<file path="src/rtl/cdc_reqack_src_if.sv">
// Handshake bundle for the source end of a four-phase req/ack crossing.
// Local producer side: valid_i/data_i/ready_o. Far domain side: req_o/data_o/ack_i.
interface cdc_reqack_src_if #(
  parameter int WIDTH = 8
);
  logic             valid_i;
  logic [WIDTH-1:0] data_i;
  logic             ready_o;
  logic             req_o;
  logic [WIDTH-1:0] data_o;
  logic             ack_i;
  logic             done_o;
  logic             busy_o;

  // The crossing block itself
  modport slave (
    input  valid_i,
    input  data_i,
    input  ack_i,
    output ready_o,
    output req_o,
    output data_o,
    output done_o,
    output busy_o
  );

  // Whoever drives the producer side and the far-domain acknowledge
  modport master (
    output valid_i,
    output data_i,
    output ack_i,
    input  ready_o,
    input  req_o,
    input  data_o,
    input  done_o,
    input  busy_o
  );
endinterface

</file>
<file path="src/rtl/cdc_reqack_src.sv">
// Source-side controller of a four-phase req/ack clock-domain crossing.
// Accepts a word with valid/ready, holds it on data_o, raises req_o and
// waits for the far side's ack (brought in through a two-flop synchronizer)
// to rise and fall again before taking the next word.
module cdc_reqack_src #(
  parameter int WIDTH = 8
) (
  input  logic               clk_i,
  input  logic               rst_i,
  cdc_reqack_src_if.slave    bus
);

  typedef enum logic [1:0] {
    ST_IDLE     = 2'd0,
    ST_REQ      = 2'd1,
    ST_WAIT_LOW = 2'd2
  } state_t;

  state_t           state_q, state_d;
  logic             ack_s1_q;
  logic             ack_sync_q;
  logic             req_q, req_d;
  logic             done_q, done_d;
  logic [WIDTH-1:0] data_q, data_d;
  logic             ready;
  logic             busy;
  logic             accept;

  // Two-stage synchronizer for the asynchronous acknowledge level
  always_ff @(posedge clk_i or posedge rst_i) begin
    if (rst_i) begin
      ack_s1_q   <= 1'b0;
      ack_sync_q <= 1'b0;
    end else begin
      ack_s1_q   <= bus.ack_i;
      ack_sync_q <= ack_s1_q;
    end
  end

  // FSM state register
  always_ff @(posedge clk_i or posedge rst_i) begin
    if (rst_i) begin
      state_q <= ST_IDLE;
    end else begin
      state_q <= state_d;
    end
  end

  // Next-state logic; the FSM only ever looks at the synchronized ack
  always_comb begin
    state_d = state_q;
    case (state_q)
      ST_IDLE: begin
        if (bus.valid_i && !ack_sync_q) begin
          state_d = ST_REQ;
        end
      end
      ST_REQ: begin
        if (ack_sync_q) begin
          state_d = ST_WAIT_LOW;
        end
      end
      ST_WAIT_LOW: begin
        if (!ack_sync_q) begin
          state_d = ST_IDLE;
        end
      end
      default: begin
        state_d = ST_IDLE;
      end
    endcase
  end

  // Output decode: ready/busy combinational, next values for registered outputs.
  // A high ack_sync in IDLE is a stale ack and simply blocks acceptance.
  always_comb begin
    ready  = (state_q == ST_IDLE) && !ack_sync_q;
    busy   = (state_q != ST_IDLE);
    accept = ready && bus.valid_i;
    req_d  = req_q;
    data_d = data_q;
    done_d = 1'b0;
    case (state_q)
      ST_IDLE: begin
        if (accept) begin
          req_d  = 1'b1;
          data_d = bus.data_i;
        end
      end
      ST_REQ: begin
        if (ack_sync_q) begin
          req_d = 1'b0;
        end
      end
      ST_WAIT_LOW: begin
        if (!ack_sync_q) begin
          done_d = 1'b1;
        end
      end
      default: begin
        req_d = 1'b0;
      end
    endcase
  end

  // Registered outputs; reset drops req_o at once, aborting any transfer
  always_ff @(posedge clk_i or posedge rst_i) begin
    if (rst_i) begin
      req_q  <= 1'b0;
      done_q <= 1'b0;
      data_q <= '0;
    end else begin
      req_q  <= req_d;
      done_q <= done_d;
      data_q <= data_d;
    end
  end

  assign bus.ready_o = ready;
  assign bus.busy_o  = busy;
  assign bus.req_o   = req_q;
  assign bus.data_o  = data_q;
  assign bus.done_o  = done_q;

endmodule

</file>
<file path="src/flat_wrapper.sv">
// flat-port wrapper written by rule: the top's interface ports become plain ports
module cdc_reqack_src_flat 
#(
  parameter int WIDTH = 8
)
  (clk_i, rst_i, bus_valid_i, bus_data_i, bus_ack_i, bus_ready_o, bus_req_o, bus_data_o, bus_done_o, bus_busy_o);
  cdc_reqack_src_if #(.WIDTH(WIDTH)) bus_i ();
  input  logic clk_i;
  input  logic rst_i;
  input wire logic [$bits(bus_i.valid_i)-1:0] bus_valid_i;
  input wire logic [$bits(bus_i.data_i)-1:0] bus_data_i;
  input wire logic [$bits(bus_i.ack_i)-1:0] bus_ack_i;
  output wire logic [$bits(bus_i.ready_o)-1:0] bus_ready_o;
  output wire logic [$bits(bus_i.req_o)-1:0] bus_req_o;
  output wire logic [$bits(bus_i.data_o)-1:0] bus_data_o;
  output wire logic [$bits(bus_i.done_o)-1:0] bus_done_o;
  output wire logic [$bits(bus_i.busy_o)-1:0] bus_busy_o;
  assign bus_i.valid_i = bus_valid_i;
  assign bus_i.data_i = bus_data_i;
  assign bus_i.ack_i = bus_ack_i;
  assign bus_ready_o = bus_i.ready_o;
  assign bus_req_o = bus_i.req_o;
  assign bus_data_o = bus_i.data_o;
  assign bus_done_o = bus_i.done_o;
  assign bus_busy_o = bus_i.busy_o;
  cdc_reqack_src #(.WIDTH(WIDTH)) u_core (.clk_i(clk_i), .rst_i(rst_i), .bus(bus_i));
endmodule
</file>
<file path="config.mk">
export PLATFORM = sky130hd
export DESIGN_NAME = cdc_reqack_src_flat
export DESIGN_NICKNAME = d
export VERILOG_FILES = /design/src/rtl/cdc_reqack_src_if.sv /design/src/rtl/cdc_reqack_src.sv /design/src/flat_wrapper.sv
export SDC_FILE = /design/constraint.sdc
export NUM_CORES = 1
export LEC_CHECK = 0
export CAP_MARGIN = 20
export CORE_MARGIN = 2
export CORE_UTILIZATION = 38
export DETAILED_ROUTE_END_ITERATION = 10
export PLACE_DENSITY_LB_ADDON = 0.05
export SLEW_MARGIN = 15
export SYNTH_ARGS = -nofsm -noshare
export SYNTH_HDL_FRONTEND = slang
export SYNTH_SLANG_ARGS = --single-unit
</file>
<file path="constraint.sdc">
create_clock -name clk_i -period 1.8 [get_ports clk_i]
set_input_delay 0.54 -clock clk_i [delete_from_list [all_inputs] [get_ports clk_i]]
set_output_delay 0.54 -clock clk_i [all_outputs]
set_load 0.005 [all_outputs]
</file>
Yosys cells after proc, flatten, opt, wreduce, memory -nomap -nowiden
Cells that the tools add are included.
Storage, ports and cells
  bits of input ports: 12
  register bits: 14
  logic and storage cells: 31
  output and inout bits: 12
Operators by class
  bitwise operators: 1
  multiplexer cells: 9
  reduce and logical (&&, ||, !) cells: 9
  eq/ne operators: 6
Operator list (count)
  2-bit 2-to-1 mux: 3
  2-bit by 1-bit != test with 1-bit output (second input constant): 3
  2-bit one-hot mux with 3 select lines: 1
  3-bit AND reduction: 2
  1-bit 2-to-1 mux: 4
  1-bit logical AND: 3
  1-bit one-hot mux with 3 select lines: 1
  2-bit by 1-bit == test with 1-bit output (second input constant): 1
  2-bit == test (second input constant): 1
  2-bit zero test: 1
  2-bit != test (second input constant): 1
  2-bit AND reduction: 1
  2-bit nonzero test: 1
  1-bit zero test: 1
  1-bit inverter: 1

Depth between registers and ports, before layout
Gate-level depths: netlist (run 1).
  depth after elaboration: 5
  depth in mapped cells: 2
  depth with buffers taken out: 2

Least setup slack after synthesis (run 1)
OpenSTA, ideal clock, no wires.
  path type: input -> register
  start point: in bus_valid_i
  end point: reg u_core.data_q[0], in the netlist u_core.bus.data_o[0]
  setup slack: 361 ps
  path buffers: 0
  data arrival time: 1314 ps
  library setup time: 125 ps
  stages: 2
  data required time: 1675 ps
  path through: nor4b_4 -> mux2_2
Between the ends
  cells in the longest elaborated chain, start to end: 2
Ends and longest elaborated chain
  start: declaration: RTL line flat_wrapper.sv:10  | input wire logic [$bits(bus_i.valid_i)-1:0] bus_valid_i;
  1-bit logical AND: RTL line cdc_reqack_src.sv:79  | accept = ready && bus.valid_i;
  2-bit AND reduction (no line)
  end signal: assignment: RTL line cdc_reqack_src.sv:115  | data_q <= data_d;
  end: declaration: RTL line cdc_reqack_src.sv:24  | logic [WIDTH-1:0] data_q, data_d;
Every way passes these cells.
A chain may end at the register's enable or synchronous reset.

Worst setup path after layout (run 1)
  start point: reg u_core.state_q[0]
  end point: out bus_busy_o
Between the ends
  cells in the longest elaborated chain, start to end: 1
Ends and longest elaborated chain
  start: declaration: RTL line cdc_reqack_src.sv:19  | state_t state_q, state_d;
  start signal: assignment: RTL line cdc_reqack_src.sv:45  | state_q <= state_d;
  2-bit nonzero test: RTL line cdc_reqack_src.sv:78  | busy = (state_q != ST_IDLE);
  end: declaration: RTL line flat_wrapper.sv:17  | output wire logic [$bits(bus_i.busy_o)-1:0] bus_busy_o;
Every way passes these cells.

==> flow_summary.ini, run 1 <==
[sta]
slew_violations = 0
finalSetupViolCount = 0
rsz0062_at_grt = false
period_share = 0.948
hold_viol = 0
finClkSkew_ps = 3.41
slew_headroom = 0.666
tightest_slew_ps = 500
setup_tns_ps = 0
fin_ws_ps = 92.9
final.min_clock_period_ps = 1710
fmax_ghz = 0.586

[detailed_routing]
routed_wl_um = 1070
drt_iter0_drc = 0
wl_per_cell_um = 13.5
drc = 0
via_per_inst = 4.66
dr_total_vias = 368
drtAntennaViolNets = 0
first_pass_iters = 1

[global_route]
grt_pass1_vias = 362
grt_use_met3 = 0.0479
grt_pass1_wl_um = 1550
grt_busiest_layer = met2
antenna_found_initial = 0
grt_max_degree = 15
gr-usage-all-layers = 0.149
grt_use_met2 = 0.277
grt_overflow = 0
grt_use_met1 = 0.147

[final_layout]
regArea_um2 = 352
num-fill-cells = 107
layoutNonFillerInstCount = 79
diodes = 0
final_cell_area_um2 = 836
drive_gt1_frac = 0.344
nNetsFinal = 78
mostFrequentLayoutCells = clkdlybuf4s50_1, dfrtp_1, mux2_2, buf_4, clkbuf_4
area_growth_pct = 57.5
multi_input_area_um2 = 176
final_common_cell = clkdlybuf4s50_1
final_util = 0.642

[clock_tree]
clk-insertion-delay-late_ps = 260
cts.path.max_buffers = 2
clock-sinks = 14
cts.htree.levels = 1
cts_tree = yes
cts_root_buffer = clkbuf_4
cts_buffers = 3
path_clk_slew_ps = 70

[floorplan]
die_area_um2 = 1710
die_x_um = 41.4
start_util = 0.408
chipHeight_um = 41.4
coreArea_um2 = 1300
num_io_pins = 24
rows = 13

[placed_design]
gp_congestion = 0.617
dp_cells = 74
io_buffers = 23
hpwlAfterDp_um = 862
post_dp_cell_area_um2 = 802
dp_slack_ps = -113

[power_and_ir_drop]
p_per_area_nw_per_um2 = 1040
vdd_ir_drop_max_mv = 0.626
power_leakage_nw = 0.368

[worst_setup_path]
endpoint_kind = primary output
critical_path_class = reg -> out
slowest_delay_ps = 380
cp_max_fo = 2
cp.arrival_ps = 1170
crit_required_ps = 1260
critical_path.startpoint_type = flop
crit_path_top_delay_cell = dfrtp_1
path_buf_inv = 1
crit_chain = or2_2 -> clkdlybuf4s15_1
path_depth = 2
reg2reg_depth = 5
crit_family = flip-flops

[worst_hold_path]
hold_depth = 0
hold_class = reg -> reg

[synth]
synth_area_per_cell_um2 = 16.1
synth_top_area_frac = 0.660
synth_seq_cells = 14
yosys.area.top_type = dfrtp_1
synth.distinct_cells = 12
synth_fp_nets = 45
ys_seq_area_frac = 0.660
synth-warning-count = 0
synth.cell_area_um2 = 531
synth.area.top_cells = dfrtp_1, mux2_2, nor4b_4
netlist_instances = 33

[run_status]
status = finished, final reports clean

[flow_run]
maxCapViolCount = 0
-- state kept, by name, summed over array words and instances (netlist names) --
name and cells:
u_core.bus.done_o 1, u_core.ack_sync_q 1, u_core.ack_s1_q 1, u_core.bus.data_o 8
u_core.bus.req_o 1, u_core.state_q 2
-- cells in the mapped netlist --
| cell type | number |
|---|---|
| dfrtp_1 | 14 |
| mux2_2 | 8 |
| nor2_1 | 2 |
| a211o_2 | 1 |
| and2_1 | 1 |
| and2b_2 | 1 |
| inv_1 | 1 |
| nor3b_1 | 1 |
| nor4b_4 | 1 |
| o21a_1 | 1 |
| or2_2 | 1 |
| xor2_1 | 1 |
-- power breakdown --
group          total [mW]  internal (mW)  switching (mW)
sequential          0.417          0.382          0.0349
combinational       0.287          0.202          0.0850
clock               0.163         0.0772          0.0861
-- per-layer routing --
| layer | wire length, µm | part of all wire |
|---|---|---|
| met1 | 406 | 0.38 |
| met2 | 619 | 0.58 |
| met3 | 37 | 0.035 |
| met4 | 6 | 0.0056 |
| met5 | 0 | 0 |
-- cell type report --
type	count	share of cell area
repair buffers	28	0.314
well taps	15	0.0225
inverters	1	0.00449
clock buffers	3	0.0269
multi-input cells	18	0.211
flip-flops and latches	14	0.421
-- metrics by stage --
stage               hold WS, ps  power, mW
global placement            334      0.695
finish                      355      0.868
floorplan                   331      0.522
detailed placement          342      0.712
global route                369      0.921
CTS                         358      0.876
-- logic make-up after synthesis --
family,share of synthesized area
XOR/XNOR,0.0165
multiplexers,0.170
buffers and inverters,0.00707
AO/OA/AOI/OAI,0.0330
flip-flops,0.660
AND/OR/NAND/NOR,0.113
-- worst paths after layout --
path / from / endpoint / slack [ps]
worst max-delay path: u_core.state_q[0] / bus_busy_o / 90
worst min-delay path: u_core.ack_s1_q / u_core.ack_sync_q / 350
max in group asynchronous: rst_i / u_core.state_q[1] / 840
worst min register to register: u_core.ack_s1_q / u_core.ack_sync_q / 350
worst max register to register: u_core.state_q[0] / u_core.bus.data_o[3] / 210
min in group asynchronous: rst_i / u_core.bus.data_o[1] / 600
-- timing repair --
action / 4_1_cts / 5_1_grt
resized for setup: 4 / 2
setup buffers: 1 / 1
endpoints found under the setup margin: 2 / 2
hold buffers: 0 / 0
pin swaps: 0 / 0
cloned: 0 / 0
-- worst register-to-register path, stage by stage, from the launching register on --
cell and delay (ps):
dfrtp_1 380, buf_4 130, buf_4 150, nor4b_4 260, buf_4 210, mux2_2 350
No activity file was read; power rests on OpenSTA's default activity.
==> inputs of run 2 (changes only) <==
Settings changed: CTS_BUF_LIST from default to sky130_fd_sc_hd__clkbuf_16.
Clock period 1.8 ns to 1.7 ns, I/O delays scaled along.
==> flow_summary.ini, run 2 (synthesis results as in run 1) <==
[sta]
slew_headroom = 0.651
finalSetupViolCount = 0
tightest_slew_ps = 523
final.min_clock_period_ps = 1660
rsz0062_at_grt = false
finClkSkew_ps = 2.32
setup_tns_ps = 0
period_share = 0.974
hold_viol = 0
fmax_ghz = 0.604
hold_ws_ps = 350
slew_violations = 0

[power_and_ir_drop]
power_frac_seq = 0.376
p_switching_uw = 257
power_leakage_nw = 0.392
p_comb_frac = 0.258
p_per_area_nw_per_um2 = 1330
vdd_ir_drop_max_mv = 0.819
total_power_mw = 1.19
power.share.clock = 0.367
sw_frac_of_total = 0.217
p_int_uw = 930

[final_layout]
final_cell_area_um2 = 895
final_common_cell = clkdlybuf4s50_1
diodes = 0
largest_reg_flops = 8
nNetsFinal = 78
area_growth_pct = 68.6
mostFrequentLayoutCells = clkdlybuf4s50_1, dfrtp_1, mux2_2, buf_4, clkbuf_16
drive_gt1_frac = 0.354

[detailed_routing]
first_pass_iters = 1
drtAntennaViolNets = 0
wl_per_cell_um = 14.5
via_per_inst = 4.66
drt_iter0_drc = 0
drc = 0
routed_wl_um = 1160
dr_total_vias = 373

[clock_tree]
cts.htree.levels = 1
cts_root_buffer = clkbuf_16
cts_buffers = 3
cts_tree = yes
clk-insertion-delay-late_ps = 240
clock-sinks = 14
path_clk_slew_ps = 40
cts_hold_buffers = 0
cts.path.max_buffers = 2

[worst_setup_path]
critical_path_class = reg -> out
cp.arrival_ps = 1150
crit_required_ps = 1190
critical_path.startpoint_type = flop
endpoint_kind = primary output
slowest_delay_ps = 370
crit_chain = or2_2 -> clkdlybuf4s15_1
cp_max_fo = 2
crit_path_top_delay_cell = dfrtp_1
reg2reg_depth = 4

[global_route]
antenna_found_initial = 0
grt_pass1_wl_um = 1860
grt_overflow = 0
gr-usage-all-layers = 0.183
grt_max_degree = 15
grt_pass1_vias = 389

[run_status]
status = finished, final reports clean

[flow_run]
maxCapViolCount = 0

[floorplan]
chipHeight_um = 41.4
start_util = 0.408
die_x_um = 41.4
num_io_pins = 24
die_area_um2 = 1710
coreArea_um2 = 1300
rows = 13

[placed_design]
io_buffers = 23
hpwlAfterDp_um = 860
post_dp_cell_area_um2 = 810
gp_congestion = 0.617

[worst_hold_path]
hold_class = reg -> reg
hold_depth = 0
-- run 2: cell type report --
type                    instances  area, µm²
clock buffers                   3       75.1
flip-flops and latches         14        352
repair buffers                 28        263
well taps                      15       18.8
inverters                       1       3.75
multi-input cells              18        179
clock inverters                 1       3.75
fillers                        96        407
-- run 2: worst max-delay path, delay by kind of cell, from the launching register on --
family                 cells  cell delay (ps)
DFF                        1              370
and+or+nand+nor            1              320
buffers and inverters      1              220
-- run 2: path summary, 6_finish.rpt --
kind                                   start                   end  slack, ps
max                        u_core.state_q[0]            bus_busy_o         40
max reg2reg                u_core.state_q[0]  u_core.bus.data_o[4]        230
min reg2reg                  u_core.ack_s1_q     u_core.ack_sync_q        350
min in group asynchronous              rst_i  u_core.bus.data_o[1]        610
max in group asynchronous              rst_i     u_core.state_q[1]        710
min                          u_core.ack_s1_q     u_core.ack_sync_q        350
-- run 2: stage by stage --
| step | setup WS, ps | std cells | utilization |
|---|---|---|---|
| floorplan | 264 | 33 | - |
| global placement | -129 | 75 | 0.622 |
| detailed placement | -188 | 75 | 0.622 |
| CTS | 0.697 | 80 | 0.687 |
| global route | 2.13 | 80 | 0.688 |
| finish | 43.6 | 80 | 0.688 |
-- run 2: power groups by stage --
stage | sequential [mW] | combinational [mW] | clock (mW)
3_3_place_gp | 0.446 | 0.291 | 0
5_1_grt | 0.455 | 0.330 | 0.473
3_5_place_dp | 0.454 | 0.302 | 0
2_1_floorplan | 0.457 | 0.0952 | 0
4_1_cts | 0.446 | 0.309 | 0.444
6_report | 0.446 | 0.306 | 0.435
-- run 2: repair_timing --
item	in CTS	in global routing
cloned	0	0
endpoints found under the setup margin	2	1
gates resized for setup	7	1
buffers inserted	1	0
-- run 2: metal layers --
metal,up-vias,GRT usage,part of all wire
met2,11,0.309,0.55
met5,-,0,0
met3,2,0.0638,0.046
met1,183,0.200,0.40
li1,177,-,-
met4,0,0.0968,0.0086
==> inputs of run 3 (changes only) <==
--- a/constraint.sdc
+++ b/constraint.sdc
@@ -3,2 +3,2 @@
 set_output_delay 0.51 -clock clk_i [all_outputs]
-set_load 0.005 [all_outputs]
+set_load 0.05 [all_outputs]
==> flow_summary.ini, run 3 (synthesis results as in run 1) <==
[sta]
rsz0062_at_grt = false
slew_violations = 0
setup_tns_ps = 0
finClkSkew_ps = 1.64
tightest_slew_ps = 514
hold_viol = 0
period_share = 0.981
finalSetupViolCount = 0
final.min_clock_period_ps = 1670
fmax_ghz = 0.600
slew_headroom = 0.657

[clock_tree]
clk-insertion-delay-late_ps = 240
path_clk_slew_ps = 40
cts_buffers = 3
cts_root_buffer = clkbuf_16
cts_tree = yes
clock-sinks = 14
cts.htree.levels = 1
cts.path.max_buffers = 2

[floorplan]
die_area_um2 = 1710
coreArea_um2 = 1300
start_util = 0.408
die_x_um = 41.4
num_io_pins = 24
rows = 13
chipHeight_um = 41.4

[detailed_routing]
dr_total_vias = 381
drc = 0
drtAntennaViolNets = 0
via_per_inst = 4.76
first_pass_iters = 4
routed_wl_um = 1210
drt_iter0_drc = 4
wl_per_cell_um = 15.2

[final_layout]
nNetsFinal = 78
diodes = 0
layoutNonFillerInstCount = 80
largest_reg_flops = 8
mostFrequentLayoutCells = dfrtp_1, clkdlybuf4s50_1, buf_12, mux2_2, buf_4
area_growth_pct = 91.5
drive_gt1_frac = 0.538
final_common_cell = dfrtp_1
final_util = 0.781

[global_route]
grt_max_degree = 15
grt_overflow = 0
gr-usage-all-layers = 0.184
grt_pass1_wl_um = 1920
grt_pass1_vias = 433
antenna_found_initial = 0

[placed_design]
io_buffers = 23
dp_cells = 74
hpwlAfterDp_um = 886
gp_congestion = 0.613

[power_and_ir_drop]
vdd_ir_drop_max_mv = 0.878
p_per_area_nw_per_um2 = 1600
power_leakage_nw = 0.452

[worst_setup_path]
cp_max_fo = 2
crit_chain = or2_4 -> nor2_4 -> buf_12
path_buf_inv = 1
crit_path_top_delay_cell = dfrtp_2
crit_required_ps = 1190
crit_family = flip-flops
cp.arrival_ps = 1160
critical_path_class = reg -> out
critical_path.startpoint_type = flop
endpoint_kind = primary output
slowest_delay_ps = 390

[run_status]
status = finished, final reports clean

[worst_hold_path]
hold_class = reg -> reg

[flow_run]
maxCapViolCount = 0
==> run 3: final timing paths <==
path / startpoint / end / slack, ps / cells after the start
worst max register to register: u_core.state_q[0] / u_core.bus.data_o[3] / 170 / 4
worst max-delay path: u_core.state_q[0] / bus_ready_o / 30 / 3
worst min-delay path: u_core.ack_s1_q / u_core.ack_sync_q / 350 / 0
min in group asynchronous: rst_i / u_core.bus.data_o[7] / 600 / 2
max in group asynchronous: rst_i / u_core.state_q[1] / 730 / 2
worst min register to register: u_core.ack_s1_q / u_core.ack_sync_q / 350 / 0
==> run 3: where the power goes <==
group	switching, mW	total, mW	internal (mW)
clock network	0.124	0.433	0.310
logic	0.346	0.708	0.363
registers	0.0798	0.487	0.407
total	0.549	1.63	1.08
==> run 3: timing repair <==
item / 4_1_cts / 5_1_grt
buffers inserted: 2 / 0
endpoints found under the hold margin: 0 / 0
endpoints found under the setup margin: 1 / 0
hold buffers: 0 / 0
gates resized for setup: 2 / 0
==> run 3: area by class of cell <==
class	instances	area, µm²
tap	15	18.8
timing repair buffer	28	375
multi-input combinational	18	186
sequential	14	353
clock inverter	1	3.75
fill	73	285
clock buffer	3	75.1
inverter	1	3.75
==> run 3: worst register-to-register path, delay by kind of cell, from the launching register on <==
| family | cells | cell delay (ps) |
|---|---|---|
| buffers and inverters | 2 | 370 |
| flip-flops | 1 | 390 |
| multiplexers | 1 | 350 |
| AND/OR/NAND/NOR | 1 | 300 |
==> run 3: routing by layer <==
| metal | routed length [µm] | part of all wire | up-vias | track usage |
|---|---|---|---|---|
| met5 | 0 | 0 | - | 0 |
| met4 | 0 | 0 | 0 | 0.0726 |
| met3 | 63 | 0.052 | 0 | 0.0372 |
| met2 | 682 | 0.56 | 15 | 0.336 |
| met1 | 468 | 0.39 | 191 | 0.207 |
| li1 | - | - | 175 | - |
==> run 3: per-stage QoR <==
stage	worst slack (ps)	power, mW	hold WS (ps)	area, µm²
detailed placement	-155	1.19	342	920
floorplan	98.9	0.807	331	541
global placement	-128	1.17	333	920
finish	32.0	1.63	352	1020
CTS	20.6	1.64	352	1020
global route	0.313	1.69	364	1020
